<file path="src/rtl/sdnet_to_mtpsa.sv">
// Re-attaches SDNet metadata tuples to the first beat of each output packet
// as AXI-Stream tuser; the tuple FIFO gates first beats until a tuple exists.
module sdnet_to_mtpsa #(
  parameter int TUPLE_WIDTH    = 128,
  parameter int FIFO_ADDR_BITS = 2
) (
  input  logic                      axis_aclk,
  input  logic                      axis_resetn,
  input  logic                      SDNet_tuple_VALID,
  input  logic [TUPLE_WIDTH-1:0]    SDNet_tuple_DATA,
  input  logic                      SDNet_axis_TVALID,
  input  logic                      SDNet_axis_TLAST,
  output logic                      SDNet_axis_TREADY,
  output logic                      m_axis_tvalid,
  output logic                      m_axis_tlast,
  output logic [TUPLE_WIDTH-1:0]    m_axis_tuser,
  input  logic                      m_axis_tready,
  output logic                      tuple_overflow,
  output logic [FIFO_ADDR_BITS:0]   fifo_level,
  output logic [31:0]               pkt_count
);

  localparam int DEPTH = 1 << FIFO_ADDR_BITS;
  localparam logic [0:0] S_FIRST = 1'b0;
  localparam logic [0:0] S_BODY  = 1'b1;

  logic [TUPLE_WIDTH-1:0]    mem_q [DEPTH];
  logic [FIFO_ADDR_BITS-1:0] wr_ptr_q, rd_ptr_q;
  logic [FIFO_ADDR_BITS:0]   level_q, level_d;
  logic [0:0]                state_q, state_d;
  logic [31:0]               pkt_q;
  logic                      ovf_q;

  logic empty, full, hs, pop, push, drop;

  assign empty = (level_q == '0);
  assign full  = (level_q == (FIFO_ADDR_BITS+1)'(DEPTH));

  always_comb begin
    m_axis_tvalid     = 1'b0;
    m_axis_tuser      = '0;
    SDNet_axis_TREADY = 1'b0;
    case (state_q)
      S_FIRST: begin
        m_axis_tvalid     = SDNet_axis_TVALID & ~empty;
        SDNet_axis_TREADY = m_axis_tready & ~empty;
        if (m_axis_tvalid) m_axis_tuser = mem_q[rd_ptr_q];
      end
      default: begin
        m_axis_tvalid     = SDNet_axis_TVALID;
        SDNet_axis_TREADY = m_axis_tready;
      end
    endcase
  end

  assign m_axis_tlast = SDNet_axis_TLAST & m_axis_tvalid;

  assign hs   = m_axis_tvalid & m_axis_tready;
  assign pop  = hs & (state_q == S_FIRST);
  // A pop in the same cycle frees the slot, so a full FIFO still accepts.
  assign push = SDNet_tuple_VALID & (~full | pop);
  assign drop = SDNet_tuple_VALID & full & ~pop;

  always_comb begin
    level_d = level_q;
    case ({push, pop})
      2'b10:   level_d = level_q + (FIFO_ADDR_BITS+1)'(1);
      2'b01:   level_d = level_q - (FIFO_ADDR_BITS+1)'(1);
      default: level_d = level_q;
    endcase
  end

  always_comb begin
    state_d = state_q;
    case (state_q)
      S_FIRST: if (pop && !SDNet_axis_TLAST) state_d = S_BODY;
      default: if (hs && SDNet_axis_TLAST)   state_d = S_FIRST;
    endcase
  end

  always_ff @(posedge axis_aclk) begin
    if (push) mem_q[wr_ptr_q] <= SDNet_tuple_DATA;
  end

  always_ff @(posedge axis_aclk or negedge axis_resetn) begin
    if (!axis_resetn) begin
      wr_ptr_q <= '0;
      rd_ptr_q <= '0;
      level_q  <= '0;
      state_q  <= S_FIRST;
      pkt_q    <= '0;
      ovf_q    <= 1'b0;
    end else begin
      if (push) wr_ptr_q <= wr_ptr_q + 1'b1;
      if (pop)  rd_ptr_q <= rd_ptr_q + 1'b1;
      level_q <= level_d;
      state_q <= state_d;
      if (hs && SDNet_axis_TLAST) pkt_q <= pkt_q + 32'd1;
      if (drop) ovf_q <= 1'b1;
    end
  end

  assign fifo_level     = level_q;
  assign pkt_count      = pkt_q;
  assign tuple_overflow = ovf_q;

endmodule

</file>
<file path="config.mk">
export PLATFORM = sky130hd
export DESIGN_NAME = sdnet_to_mtpsa
export DESIGN_NICKNAME = d
export VERILOG_FILES = /design/src/rtl/sdnet_to_mtpsa.sv
export SDC_FILE = /design/constraint.sdc
export NUM_CORES = 1
export LEC_CHECK = 0
export ABC_AREA = 1
export ABC_CLOCK_PERIOD_IN_PS = 8100
export BUFFER_PORTS_ARGS = -buffer_cell sky130_fd_sc_hd__buf_4
export CORE_MARGIN = 2
export CORE_UTILIZATION = 42
export CTS_CLUSTER_SIZE = 8
export DETAILED_ROUTE_END_ITERATION = 16
export GPL_ROUTABILITY_DRIVEN = 0
export PLACE_DENSITY = 0.71
export SLEW_MARGIN = 30
export SYNTH_ARGS = -nofsm -noshare
export SYNTH_HDL_FRONTEND = slang
export SYNTH_SLANG_ARGS = --single-unit
</file>
<file path="constraint.sdc">
create_clock -name axis_aclk -period 8.1 [get_ports axis_aclk]
set_clock_uncertainty 0.15 [all_clocks]
set_input_delay 2.43 -clock axis_aclk [delete_from_list [all_inputs] [get_ports axis_aclk]]
set_output_delay 2.43 -clock axis_aclk [all_outputs]
set_load 0.02 [all_outputs]
</file>
# ---- Word-level counts from Yosys, hierarchy flattened
# Memory sizes are Yosys's and may differ from the RTL's.
# Index checks and enable logic that the tools add are counted.
dict set report classes {
  addsub 5
  magnitude_cmp 0
  n_mux 10
  n_mul 0
  eq_ne 3
  shifts 0
  bitwise 13
  reduce_logical 5
  n_div 0
}
# operator n
set op_table {}
lappend op_table {{two-way mux 128 bit} 2}
lappend op_table {{adder 32 x 1 -> 32 bit (second input constant)} 1}
lappend op_table {{AND 1 bit} 8}
lappend op_table {{two-way mux 1 bit} 7}
lappend op_table {{one-hot mux 3 bit (2 select lines)} 1}
lappend op_table {{adder 2 x 1 -> 2 bit (second input constant)} 2}
lappend op_table {{inverter 1 bit} 4}
lappend op_table {{adder 3 x 1 -> 3 bit (second input constant)} 1}
lappend op_table {{== test 3 bit (second input constant)} 1}
lappend op_table {{logical NOT 3 bit} 1}
lappend op_table {{subtractor 3 x 1 -> 3 bit (second input constant)} 1}
lappend op_table {{== test 2 x 1 -> 1 bit (second input constant)} 1}
lappend op_table {{== test 2 bit (second input constant)} 1}
lappend op_table {{logical AND 1 bit} 2}
lappend op_table {{nonzero test 2 bit} 1}
lappend op_table {{logical NOT 1 bit} 1}
lappend op_table {{OR 1 bit} 1}
dict set report totals {
  latchBits 0
  register_bits 41
  mem_count 1
  ramBits 512
  mem_bits_ro 0
  word_cells 43
  in_bits 134
}
# memory words width read_ports rd_ports_with_merged_regs write_ports line
set memory_table {}
lappend memory_table {mem_q 4 128 1 0 1 27} ;# logic [TUPLE_WIDTH-1:0] mem_q [DEPTH];

# ---- Longest topological paths before layout
dict set report logic_depth {
  depth_word 10
  mapped_depth 10
  mapped_depth_nobuf 10
}

# ---- Worst setup path before layout
# No wires, ideal clock.
dict set report synth_path {
  path_type {input to register}
  startpoint {in SDNet_axis_TVALID}
  endpoint {mem mem_q[0][0], enable pin}
  setup_slack_ns -0.910
  arrival_ns 8.243
  t_required_ns 7.333
  cell_stages 6
  path_buffers 0
  cell_sequence {inv_1 > nor2_2 > nand3_2 > nand3_1 > nand2_2 > nor2_1}
}
dict set report synth_between {
  elab_chain_cells 8
}
# item line
set synth_rtl {}
lappend synth_rtl {{start, declared} 11} ;# input logic SDNet_axis_TVALID,
lappend synth_rtl {{AND 1 bit} 45} ;# m_axis_tvalid = SDNet_axis_TVALID & ~empty;
lappend synth_rtl {{two-way mux 1 bit *} 43} ;# case (state_q)
lappend synth_rtl {{AND 1 bit *} 58} ;# assign hs = m_axis_tvalid & m_axis_tready;
lappend synth_rtl {{AND 1 bit *} 59} ;# assign pop = hs & (state_q == S_FIRST);
lappend synth_rtl {{OR 1 bit *} 61} ;# assign push = SDNet_tuple_VALID & (~full | pop);
lappend synth_rtl {{AND 1 bit *} 61}
lappend synth_rtl {{two-way mux 1 bit *} 82} ;# if (push) mem_q[wr_ptr_q] <= SDNet_tuple_DATA;
lappend synth_rtl {{two-way mux 1 bit (implied by the code) *} 82}
lappend synth_rtl {{end, declared} 27}
# Mark *: on every way between the ends. The rest lies on a longest branch, timed or not.

# ---- Worst setup path in the final report
dict set report layout_path {
  startpoint {in SDNet_axis_TVALID}
  endpoint {out m_axis_tuser[30]}
}
dict set report layout_between {
  elab_chain_cells 3
}
# item line
set layout_rtl {}
lappend layout_rtl {{AND 1 bit} 45}
lappend layout_rtl {{two-way mux 128 bit} 47} ;# if (m_axis_tvalid) m_axis_tuser = mem_q[rd_ptr_q];
lappend layout_rtl {{two-way mux 128 bit} 43}
lappend layout_rtl {{end, declared} 16} ;# output logic [TUPLE_WIDTH-1:0] m_axis_tuser,
# Every way passes these cells.

==> run summary <==
The number of placed instances, taps included, is 2787. The most used flip-flop cell after synthesis is edfxtp_1. The wire length after detailed routing is 54980 um. The worst register-to-register path begins at fifo_level[0]. The fraction of layout instances using a drive strength above 1 is 19.52%. TritonCTS built the clock tree. The hold-fix buffer count after cts is 0. The min-delay analysis places its worst path in the category reg2reg. The final antenna-violating net count came out at 0. The length of the first detailed-routing pass in iterations came out at 5. The total placed instance area came out at 25150 um2. The number of nets in the synthesized netlist is 2028. The number of setup violations in the final report is 0. The clock passes through at most 3 buffers. The floorplan step defined a die boundary enclosing 55220 um2. Across every metal layer, demand over resource in global routing totals 19.61%.

The critical path in this run is classified as in2out. Across the VDD grid, the largest voltage drop is 0.2053 mV. The final number of max-transition violations is 0. The max-cap check violation count came out at 0. After routing the design area is 27360 um2. The most critical setup path has its startpoint at SDNet_axis_TVALID.

The compound-gate portion of the synthesized area is 8.766%. Compared with the post-synthesis result, the final layout area differs by 22.10%. STA classifies the critical path startpoint as an input port. The root cell of the clock tree is clkbuf_16. The total CTS buffers came out at 79. The path with the worst hold slack has its endpoint at tuple_overflow.

The pin count of the biggest net entering global routing came out at 159. The flop and latch count out of synthesis is 553. The number of global-route vias before repair is 15187. The total number of yosys warnings came out at 0. The xor and xnor fraction of the mapped netlist area came out at 0.6644%. The fraction of the mapped netlist area in simple logic gates came out at 13.82%.

The count of endpoints failing hold in the final timing report is 0. After Yosys synthesis, full adders, half adders and majority gates account for 0.3685% of the synthesized area. The worst setup margin is 1276 ps. The average via count per standard cell is 5.222. The number of non-filler instances in the completed layout came out at 2902.

Along the worst hold path, the cell count comes to 1. A synthesized cell averages 11.87 um2. Clock-pin slew was measured on the worst setup and hold paths at 50 ps. The power after layout came out at 9.525 mW. The largest area contributor in the synthesized netlist is edfxtp_1. The maximum operating frequency came out at 146.5 MHz. The largest driver fanout on the critical path came out at 58. The count of unresolved DRC violations after routing came out at 0. The transition time at the pin with the least slew margin came out at 973.3 ps. The first-pass GRT wire length came out at 84100 um. The critical path endpoint category is an output pin. The fraction of synthesis flops using an asynchronous set or reset pin came out at 7.414%. In this run the standard cell core region covers 52660 um2.

Setup repair after global routing left no endpoint under its margin. The total global routing overflow came out at 0. The number of cell instances on the worst register-to-register path is 7.

The part of the cycle the worst path needs is 84.25%. The first routing iteration left 1114 violations. The number of sinks on the clock net came out at 553.

The clock insertion delay at the later pin of the skew report is 610 ps. The CTS H-tree depth is 3. Detailed placement ended at an HPWL of 30950 um. At the worst endpoint, the required time is 5520 ps.

The fraction of synthesized area in multiplexers is 0%. The source of the worst hold timing path is tuple_overflow. After filler insertion, the fill cell instance count of the layout stands at 4435. For this run, the share of the core covered by cells in the final layout is 51.96%. The most frequent cell after synthesis is nor2_1. The number of setup buffers added after CTS is 0. After synthesis, the largest area contributor takes up 68.61% of total cell area. The unique cell type count in the Yosys netlist came out at 28. The power per cell area is 348.1 nW/um2. The smallest clock period supported by the final layout is computed as 6824 ps. The flow ran to the end, and the final reports show no timing, DRC or antenna violations. Yosys attributes the largest share of cell area to edfxtp_1, nor2_1, o21ai_0. After floorplanning, the core was divided into 84 placement rows. The via count came out at 15155. Data arrives at the worst endpoint at 4240 ps. The x dimension of the die is 235.0 um.

The vertical die dimension came out at 235.0 um. By area, the combinational part of the netlist is dominated by simple AND/OR/NAND/NOR gates. The number of buffers added on ports came out at 300. The setup slack at placement came out at 1268 ps. The number of antenna violations at the first check in global routing is 10.

The gate count of the mapped netlist came out at 1888. The worst pin sits at a relative slew slack of 35.11%. The number of gates resized after CTS is 0. In the synthesized netlist, the cells that appear most often are nor2_1, edfxtp_1, o21ai_0. The leakage power summed over all cells came out at 10.05 nW. In this run the critical register-to-register path is captured at mem_q[2][1].

The count of flip-flops with a built-in enable after synthesis is 512. For this run, the post-layout net count is 2320. The setup slack of the worst register-to-register path is 5090 ps. The initial cell density of the core is 42.56%. The number of I/O pins came out at 301. Dividing the detail-routed wire length by the instance count gives 18.95 um.

The share of synthesized area occupied by flip-flops and latches is 73.19%. In this run the cell area of the synthesized design comes to 22410 um2.
## registers in the layout (all words and copies together) (netlist names), named ones only
signal          cells
wr_ptr_q            2
rd_ptr_q            2
fifo_level          3
tuple_overflow      1
mem_q             512
pkt_count          32
## worst max-delay path, cell delays in order
cell and delay [ps]:
buf_4 110, inv_1 50, nor2_2 190, nand2_4 490, buf_4 500, a21oi_1 220
buf_4 180
## power by group
| group | internal, mW | total, mW | switching (mW) | leakage (nW) |
|---|---|---|---|---|
| logic | 0.775 | 2.65 | 1.87 | 3.77 |
| clock network | 1.79 | 2.93 | 1.14 | 1.06 |
| registers | 3.73 | 3.95 | 0.223 | 5.22 |
## worst max path at each step
stage	slack (ps)	cells after the start	end
4_1_cts	1260	7	m_axis_tuser[18]
6_report	1280	7	m_axis_tuser[30]
3_3_place_gp	1370	7	m_axis_tuser[19]
3_5_place_dp	1270	7	m_axis_tuser[18]
5_1_grt	1170	7	m_axis_tuser[18]
2_1_floorplan	-910	6	mem_q[0][0]
## routing by layer
layer / GRT usage [%] / vias up / routed length [um]
li1: - / 7133 / -
met5: 0 / - / 60
met3: 5.815 / 121 / 4406
met1: 23.42 / 7335 / 21630
met4: 9.206 / 8 / 1976
met2: 32.64 / 558 / 26910
## logic make-up after synthesis
| logic type | Yosys count |
|---|---|
| adders and majority gates | 6 |
| xor gates and xnor gates | 17 |
| buffers and inverters | 135 |
| and+or+nand+nor | 785 |
| AOI/OAI and AO/OA | 392 |
| DFF | 553 |
## layout make-up
class / instances / area [um2] / share of cell area, %
inverters: 32 / 127.6 / 0.4664
well taps: 688 / 860.8 / 3.146
clock inverters: 8 / 131.4 / 0.4802
repair buffers: 314 / 2427 / 8.871
diodes: 6 / 15.01 / 0.05487
clock buffers: 101 / 2059 / 7.527
flip-flops and latches: 553 / 16410 / 59.97
multi-input cells: 1200 / 5331 / 19.49
## placed cells by master, fill, tap and decap left out, drive strengths merged, types with 2 or more instances in the layout
cell type and count:
inv 34, clkinv 5, nand2 178, dfrtp 41, nor2 579, a21oi 130
xor2 15, nand3b 16, edfxtp 512, xnor2 2, nand4 3, clkbuf 101
nand3 8, ha 5, o21ai 261, buf 314, diode 6
## stage by stage
step                TNS [ps]  hold WS, ps
finish                     0        339.8
floorplan            -465690        394.9
detailed placement         0        334.5
CTS                        0        349.6
global placement           0        315.6
global route               0        370.6
(Power assumes the default switching activity.)
